--- config.mk ---
export PLATFORM = sky130hd
export DESIGN_NAME = exec_datapath
export DESIGN_NICKNAME = d
export VERILOG_FILES = /design/src/rtl/picomips_pkg.sv /design/src/rtl/exec_datapath_regfile.sv /design/src/rtl/exec_datapath.sv
export SDC_FILE = /design/constraint.sdc
export NUM_CORES = 1
export LEC_CHECK = 0
export ABC_AREA = 1
export CAP_MARGIN = 40
export CORE_UTILIZATION = 57
export CTS_CLUSTER_DIAMETER = 150
export DETAILED_ROUTE_END_ITERATION = 16
export PLACE_DENSITY = 0.75
export SLEW_MARGIN = 20
export SYNTH_ARGS = -nofsm -noshare
export SYNTH_HDL_FRONTEND = slang
export SYNTH_HIERARCHICAL = 1
export SYNTH_SLANG_ARGS = --single-unit
--- constraint.sdc ---
create_clock -name clk -period 2.6 [get_ports clk]
set_input_delay 0.78 -clock clk [delete_from_list [all_inputs] [get_ports clk]]
set_output_delay 0.78 -clock clk [all_outputs]
set_load 0.02 [all_outputs]
--- src/rtl/picomips_pkg.sv ---
// ---------------------------------------------------------------------------
// picomips_pkg
// Purpose : shared definitions for the picoMIPS execution datapath.
//           Holds the default widths, the ALU function encoding and the
//           multiply sequencer state encoding.
// Contents:
//   N_DEFAULT, A_SIZE_DEFAULT, R_SIZE_DEFAULT : default parameter widths
//   aluFunc_t                                 : aluFunc operation encoding
//   mulState_t                                : multiply FSM states
//   isMulFunc()                               : true for MUL / MULI
// ---------------------------------------------------------------------------
package picomips_pkg;

  localparam int N_DEFAULT      = 8;
  localparam int A_SIZE_DEFAULT = 3;
  localparam int R_SIZE_DEFAULT = 3;

  typedef enum logic [2:0] {
    FN_ADD  = 3'b000,
    FN_SUB  = 3'b001,
    FN_ADDI = 3'b010,
    FN_SUBI = 3'b011,
    FN_MUL  = 3'b100,
    FN_MULI = 3'b101,
    FN_LDI  = 3'b110,
    FN_MOV  = 3'b111
  } aluFunc_t;

  typedef enum logic [1:0] {
    ST_IDLE = 2'b00,
    ST_RUN  = 2'b01,
    ST_DONE = 2'b10
  } mulState_t;

  function automatic logic isMulFunc(input aluFunc_t fn);
    return (fn == FN_MUL) || (fn == FN_MULI);
  endfunction

endpackage

--- src/rtl/exec_datapath_regfile.sv ---
// ---------------------------------------------------------------------------
// regFile
// Purpose : 2^R_SIZE x N register file. R0 always reads as zero and writes
//           addressed to it are dropped. Two asynchronous read ports, one
//           synchronous write port, and a permanent tap on R1 for the LEDs.
// Ports   :
//   i_clk, i_rst      : clock, asynchronous active-high reset (clears all)
//   i_we, i_waddr,
//   i_wdata           : write port, takes effect on the rising edge
//   i_raddrA/o_rdataA : read port A (combinational)
//   i_raddrB/o_rdataB : read port B (combinational)
//   o_r1Tap           : current contents of R1
// ---------------------------------------------------------------------------
module regFile #(
  parameter int N      = 8,
  parameter int R_SIZE = 3
) (
  input  logic              i_clk,
  input  logic              i_rst,
  input  logic              i_we,
  input  logic [R_SIZE-1:0] i_waddr,
  input  logic [N-1:0]      i_wdata,
  input  logic [R_SIZE-1:0] i_raddrA,
  input  logic [R_SIZE-1:0] i_raddrB,
  output logic [N-1:0]      o_rdataA,
  output logic [N-1:0]      o_rdataB,
  output logic [N-1:0]      o_r1Tap
);

  localparam int DEPTH = 1 << R_SIZE;

  logic [N-1:0] r_regs [DEPTH];

  // Storage array. Entry 0 is cleared by reset and never written, so it
  // stays zero; the read muxes below also force zero for address 0.
  always_ff @(posedge i_clk or posedge i_rst) begin
    if (i_rst) begin
      for (int i = 0; i < DEPTH; i++) begin
        r_regs[i] <= '0;
      end
    end else if (i_we && (i_waddr != '0)) begin
      r_regs[i_waddr] <= i_wdata;
    end
  end

  // Reads see the stored value only; a write in the same cycle is visible
  // from the following cycle on.
  assign o_rdataA = (i_raddrA == '0) ? '0 : r_regs[i_raddrA];
  assign o_rdataB = (i_raddrB == '0) ? '0 : r_regs[i_raddrB];
  assign o_r1Tap  = r_regs[1];

endmodule

--- src/rtl/exec_datapath.sv ---
// ---------------------------------------------------------------------------
// exec_datapath
// Purpose : execution datapath of the picoMIPS core: register file, single
//           cycle ALU (ADD/SUB/ADDI/SUBI/LDI/MOV) and a multi-cycle signed
//           Q1.(N-1) fractional shift-add multiplier (MUL/MULI).
// Ports   :
//   clk, rst    : rising-edge clock, asynchronous active-high reset
//   writeReg    : instruction valid; the result is written to rD
//   aluFunc     : operation select (see picomips_pkg::aluFunc_t)
//   opD, opS    : destination / source register addresses
//   opT         : immediate operand
//   busy        : stall request, holds instruction and PC while high
//   zeroFlag    : registered (written value == 0) of the last write
//   ledOut      : current contents of R1
// ---------------------------------------------------------------------------
import picomips_pkg::*;

module exec_datapath #(
  parameter int N      = N_DEFAULT,
  parameter int A_SIZE = A_SIZE_DEFAULT,
  parameter int R_SIZE = R_SIZE_DEFAULT
) (
  input  logic              clk,
  input  logic              rst,
  input  logic              writeReg,
  input  logic [A_SIZE-1:0] aluFunc,
  input  logic [R_SIZE-1:0] opD,
  input  logic [R_SIZE-1:0] opS,
  input  logic [N-1:0]      opT,
  output logic              busy,
  output logic              zeroFlag,
  output logic [N-1:0]      ledOut
);

  localparam int CW = $clog2(N + 1);
  localparam logic [2*N-1:0] SAT_LIMIT = (2*N)'(1) << (N - 1);
  localparam logic [N-1:0]   SAT_VALUE = {1'b0, {(N-1){1'b1}}};

  aluFunc_t          w_fn;
  logic              w_isMul;
  logic [N-1:0]      w_rdD;
  logic [N-1:0]      w_rdS;
  logic [N-1:0]      w_aluRes;
  logic [N-1:0]      w_mulB;
  logic [N-1:0]      w_magA;
  logic [N-1:0]      w_magB;
  logic [2*N-1:0]    w_accNext;
  logic [2*N-1:0]    w_prodShift;
  logic [N-1:0]      w_mag;
  logic              w_sat;
  logic [N-1:0]      w_mulRes;
  logic              w_we;
  logic [R_SIZE-1:0] w_waddr;
  logic [N-1:0]      w_wdata;

  mulState_t         r_state;
  mulState_t         w_next;
  logic [2*N-1:0]    r_acc;
  logic [2*N-1:0]    r_mcand;
  logic [N-1:0]      r_mplier;
  logic              r_negate;
  logic [R_SIZE-1:0] r_dest;
  logic [CW-1:0]     r_step;
  logic              r_zero;

  assign w_fn    = aluFunc_t'(aluFunc[2:0]);
  assign w_isMul = isMulFunc(w_fn);

  regFile #(
    .N      (N),
    .R_SIZE (R_SIZE)
  ) u_regFile (
    .i_clk    (clk),
    .i_rst    (rst),
    .i_we     (w_we),
    .i_waddr  (w_waddr),
    .i_wdata  (w_wdata),
    .i_raddrA (opD),
    .i_raddrB (opS),
    .o_rdataA (w_rdD),
    .o_rdataB (w_rdS),
    .o_r1Tap  (ledOut)
  );

  // Single-cycle ALU. Additions and subtractions simply wrap at N bits;
  // the multiply codes produce nothing here because the sequencer owns them.
  always_comb begin
    w_aluRes = '0;
    case (w_fn)
      FN_ADD:  w_aluRes = w_rdD + w_rdS;
      FN_SUB:  w_aluRes = w_rdD - w_rdS;
      FN_ADDI: w_aluRes = w_rdD + opT;
      FN_SUBI: w_aluRes = w_rdD - opT;
      FN_LDI:  w_aluRes = opT;
      FN_MOV:  w_aluRes = w_rdS;
      default: w_aluRes = '0;
    endcase
  end

  // Multiplier operand preparation: magnitudes of both operands at issue.
  // The magnitude of the most negative value (0x80 for N=8) is 2^(N-1),
  // which still fits as an unsigned N-bit number.
  assign w_mulB = (w_fn == FN_MULI) ? opT : w_rdS;
  assign w_magA = w_rdD[N-1]  ? -w_rdD  : w_rdD;
  assign w_magB = w_mulB[N-1] ? -w_mulB : w_mulB;

  // One shift-add step, and the final scaling: drop the N-1 fraction bits
  // (truncation of the magnitude, i.e. toward zero), saturate anything that
  // reaches 1.0, then restore the sign.
  assign w_accNext   = r_mplier[0] ? (r_acc + r_mcand) : r_acc;
  assign w_prodShift = r_acc >> (N - 1);
  assign w_sat       = (w_prodShift >= SAT_LIMIT);
  assign w_mag       = w_prodShift[N-1:0];
  assign w_mulRes    = w_sat ? SAT_VALUE : (r_negate ? -w_mag : w_mag);

  // Multiply sequencer state register.
  always_ff @(posedge clk or posedge rst) begin
    if (rst) begin
      r_state <= ST_IDLE;
    end else begin
      r_state <= w_next;
    end
  end

  // Multiply sequencer next-state logic: IDLE -> RUN on a multiply issue,
  // N shift-add cycles in RUN, then one DONE cycle that writes back.
  always_comb begin
    w_next = r_state;
    case (r_state)
      ST_IDLE: if (writeReg && w_isMul)     w_next = ST_RUN;
      ST_RUN:  if (r_step == CW'(N - 1))    w_next = ST_DONE;
      ST_DONE:                              w_next = ST_IDLE;
      default:                              w_next = ST_IDLE;
    endcase
  end

  // Sequencer outputs: stall and register-file write control. Busy is
  // forced low while reset is asserted so the stall drops immediately.
  always_comb begin
    busy    = 1'b0;
    w_we    = 1'b0;
    w_waddr = opD;
    w_wdata = w_aluRes;
    case (r_state)
      ST_IDLE: begin
        if (writeReg) begin
          if (w_isMul) busy = 1'b1;
          else         w_we = 1'b1;
        end
      end
      ST_RUN: busy = 1'b1;
      ST_DONE: begin
        w_we    = 1'b1;
        w_waddr = r_dest;
        w_wdata = w_mulRes;
      end
      default: busy = 1'b0;
    endcase
    if (rst) busy = 1'b0;
  end

  // Multiplier working registers. Everything the result depends on is
  // captured at the issue cycle, so later changes on opT or the register
  // file cannot disturb a multiply in flight.
  always_ff @(posedge clk or posedge rst) begin
    if (rst) begin
      r_acc    <= '0;
      r_mcand  <= '0;
      r_mplier <= '0;
      r_negate <= 1'b0;
      r_dest   <= '0;
      r_step   <= '0;
    end else begin
      case (r_state)
        ST_IDLE: begin
          if (writeReg && w_isMul) begin
            r_acc    <= '0;
            r_mcand  <= (2*N)'(w_magA);
            r_mplier <= w_magB;
            r_negate <= w_rdD[N-1] ^ w_mulB[N-1];
            r_dest   <= opD;
            r_step   <= '0;
          end
        end
        ST_RUN: begin
          r_acc    <= w_accNext;
          r_mcand  <= r_mcand << 1;
          r_mplier <= r_mplier >> 1;
          r_step   <= r_step + CW'(1);
        end
        default: begin
        end
      endcase
    end
  end

  // Zero flag follows every completed write, including writes aimed at R0
  // whose data is otherwise discarded.
  always_ff @(posedge clk or posedge rst) begin
    if (rst) begin
      r_zero <= 1'b0;
    end else if (w_we) begin
      r_zero <= (w_wdata == '0);
    end
  end

  assign zeroFlag = r_zero;

endmodule

==> run_results.csv <==
group,metric,value,unit
logic_synthesis,synth-edff-count,0,
setup_path,r2r_cells,25,
clocking,clk_pin_slew,60,ps
cells_and_area,fin_nets,1453,
logic_synthesis,synthCells,1224,
worst_hold_path,min_to,"u_regFile/r_regs[59]",
worst_hold_path,hp-class,"reg -> reg",
cells_and_area,post_route_cells_drive_above_1_share,0.308,
placed_design,placed_area,10000,um2
logic_synthesis,syn_area,8340,um2
clocking,cts_buffer_depth,2,
cells_and_area,fill_cells,868,
grt,grt_pass1_vias,8685,
timing,worst_slew_pin_slew,706,ps
power,vdd_ir_drop_max,0.611,mV
run,maxCapViolCount,0,
detailed_routing,detail-route-antenna-nets,0,
clocking,cts_hold_buffers,0,
placed_design,hpwlAfterDp,18500,um
die,rows,43,
setup_path,end_kind,"register",
grt,antenna_found_initial,0,
detailed_routing,drtIter0Drc,1222,
timing,finalSetupViolCount,57,
die,boundaryPins,30,
logic_synthesis,synth_compound_area_frac,0.142,
timing,clock_skew,18.7,ps
die,die_h,123,um
timing,fin_setup_tns,-36430,ps
timing,finalHoldViolations,0,
logic_synthesis,syn_nets,1274,
grt,grt_pass1_wl,42600,um
outcome,outcome,"complete, but fails checks",
timing,clock.fmax,0.285,GHz
clocking,cts_tree,"done",
timing,drv_slew,0,
worst_hold_path,min_path_cells,0,
outcome,violations,"negative setup slack",
die,dieWidth,123,um
logic_synthesis,avgSynthCellArea,6.81,um2
power,power_frac_clock,0.219,
die,start_util,0.591,
setup_path,cp.arrival,3830,ps
power,p_int,6.59,mW
timing,worst_slack,-908,ps
logic_synthesis,ys_seq_area_frac,0.345,
logic_synthesis,ys.flop_type,"dfrtp_1",
logic_synthesis,yosysWarnings,6,
detailed_routing,routed_wl,28700,um
clocking,h-tree-depth,4,
setup_path,worstSetupStartpointType,"input pin",
logic_synthesis,async_flop_share,1.00,
detailed_routing,vias_per_cell,5.95,
grt,grt.total_usage,0.370,
logic_synthesis,synthDominantCellAreaShare,0.345,
timing,maxSlewHeadroom,0.524,
logic_synthesis,synth-simple-area-share,0.327,
power,power_frac_seq,0.256,
power,swShare,0.427,
timing,min_period,3510,ps
timing,period_share,1.35,
grt,grt_max_degree,65,
logic_synthesis,synth-xor-area-share,0.0189,
logic_synthesis,synthAdderAreaFrac,0.0468,
power,combPwrFrac,0.525,
logic_synthesis,synth_top_family_by_area,"simple AND/OR/NAND/NOR gates",
setup_path,critPathRequiredTime,2930,ps
logic_synthesis,synth-seq-cells,115,
power,power_density,999,nW/um2
cells_and_area,area_growth_syn_to_layout,38.0,%
power,finalPower,11.5,mW
die,die-area,15100,um2
setup_path,reg2reg_slack,-660,ps
clocking,cts_sinks,115,
logic_synthesis,yosysTopAreaCell,"dfrtp_1",
setup_path,rr_endpoint,"zeroFlag",
power,leakage,5.88,nW
clocking,numCtsBuffers,17,
grt,grt-ovfl-total,0,
logic_synthesis,synth.most_common_cell,"nand2_1",
detailed_routing,wl_per_cell,18.0,um
clocking,cts.root.buffer_cell,"clkbuf_16",
clocking,clkLatencyLatePin,440,ps
cells_and_area,antenna_cells,0,
placed_design,numPortBuffers,29,
die,core,14100,um2
detailed_routing,drt_first_pass_iters,7,
setup_path,r2r-start,"u_regFile/o_r1Tap[0]",
logic_synthesis,synth_common_cells,"378 x nand2_1, 157 x inv_1, 126 x nand3_1",
logic_synthesis,synth_area_leaders,"dfrtp_1 35%, nand2_1 17%, nand3_1 7.6%",
setup_path,critPathKind,"in -> reg",
setup_path,path_max_fanout,7,
detailed_routing,drc,0,
logic_synthesis,synth_cell_type_count,53,
placed_design,gp_congestion,0.953,
logic_synthesis,synthMuxAreaShare,0,
detailed_routing,vias,9491,
power,p_sw,4.91,mW
cells_and_area,fin_area,11500,um2
worst_hold_path,hold_start,"u_regFile/r_regs[59]",
timing,rsz0062_at_grt,"yes",
[area by class of cell]
class / count / area, um2 / area share
Clock buffer: 21 / 440 / 0.0383
Tap cell: 180 / 225 / 0.0196
Sequential cell: 115 / 2880 / 0.250
Multi-Input combinational cell: 876 / 5050 / 0.439
Timing Repair Buffer: 218 / 1990 / 0.173
Clock inverter: 11 / 178 / 0.0154
Inverter: 173 / 721 / 0.0626
Timing Repair inverter: 2 / 27.5 / 0.00239
[worst max path at each step]
stage,startpoint,end,cells past startpoint
floorplan,opS[0],u_regFile/r_regs[15],26
global placement,opS[0],zeroFlag,27
detailed placement,opS[0],u_regFile/r_regs[15],26
CTS,opS[0],u_regFile/o_r1Tap[7],24
global route,opS[0],zeroFlag,24
finish,opS[0],zeroFlag,26
[power by group through the flow]
| stage | Clock, mW | Combinational, mW | Sequential (mW) |
|---|---|---|---|
| detailed placement | 0 | 5.06 | 2.93 |
| CTS | 2.53 | 5.38 | 2.92 |
| global placement | 0 | 4.92 | 2.91 |
| floorplan | 0 | 3.39 | 2.81 |
| finish | 2.52 | 6.03 | 2.94 |
| global route | 2.60 | 6.56 | 3.01 |
[critical path: stages]
cell and delay, ps:
buf_12 110, buf_16 170, inv_8 60, nand2_1 50, nand3_1 70, nand3_2 70
nand2_2 60, nor2_4 210, inv_2 100, ha_4 190, nand3_4 100, xor2_1 170
nor2_1 70, nor2_1 120, ha_1 300, a21oi_2 230, o21ai_2 90, a21oi_2 200
inv_1 80, nand3_2 80, nand3_2 70, nand2_2 70, nand2_2 80, buf_4 140
nand3_1 80, nand2_1 80
[cell families (layout without fill, tap and decap cells)]
logic type,Yosys count,count (layout)
flops,115,115
fa+ha+maj,30,30
simple gates,630,630
buf+inv,233,425
compound gates,198,198
xor+xnor,18,18
[per-stage QoR]
step	instances	hold slack [ps]	utilization	setup WS [ps]
finish	1596	378	0.816	-908
global route	1596	386	0.816	-1080
CTS	1589	380	0.789	-636
detailed placement	1537	366	0.712	-1700
global placement	1536	366	0.712	-1550
floorplan	1224	429	-	-691
[registers in the layout, indices dropped and copies added (netlist names)]
name               flops
zeroFlag               1
r_negate               1
r_state                2
r_step                 4
r_mcand               16
r_dest                 3
u_regFile/o_r1Tap      8
r_acc                 16
r_mplier               8
u_regFile/r_regs      56
[cell usage in the layout, fill, tap and decap left out, drive strengths merged, types with 6 or more instances in the layout]
cell type	count
clkdlybuf4s50	17
buf	193
nand2	390
nand3	131
o211ai	9
nand4	10
xnor2	6
clkbuf	25
o22ai	10
inv	174
dfrtp	115
xor2	12
a21oi	37
nor2	83
o221ai	8
ha	28
clkinv	8
o21ai	112
nor3	9
[what timing repair did]
item,4_1_cts,5_1_grt
cloned,4,0
setup buffers,16,8
setup endpoints to repair,71,67
resized for setup,121,98
endpoints found under the hold margin,0,0
pin swaps,45,54
[per-layer routing]
layer	up-vias	track usage	part of all wire	routed length [um]
li1	4305	-	-	-
met5	-	0	0	0
met1	4423	0.485	0.40	11500
met4	0	0.178	0.055	1580
met3	168	0.0789	0.095	2730
met2	595	0.580	0.45	12800
No activity file was read; power rests on OpenSTA's default activity.
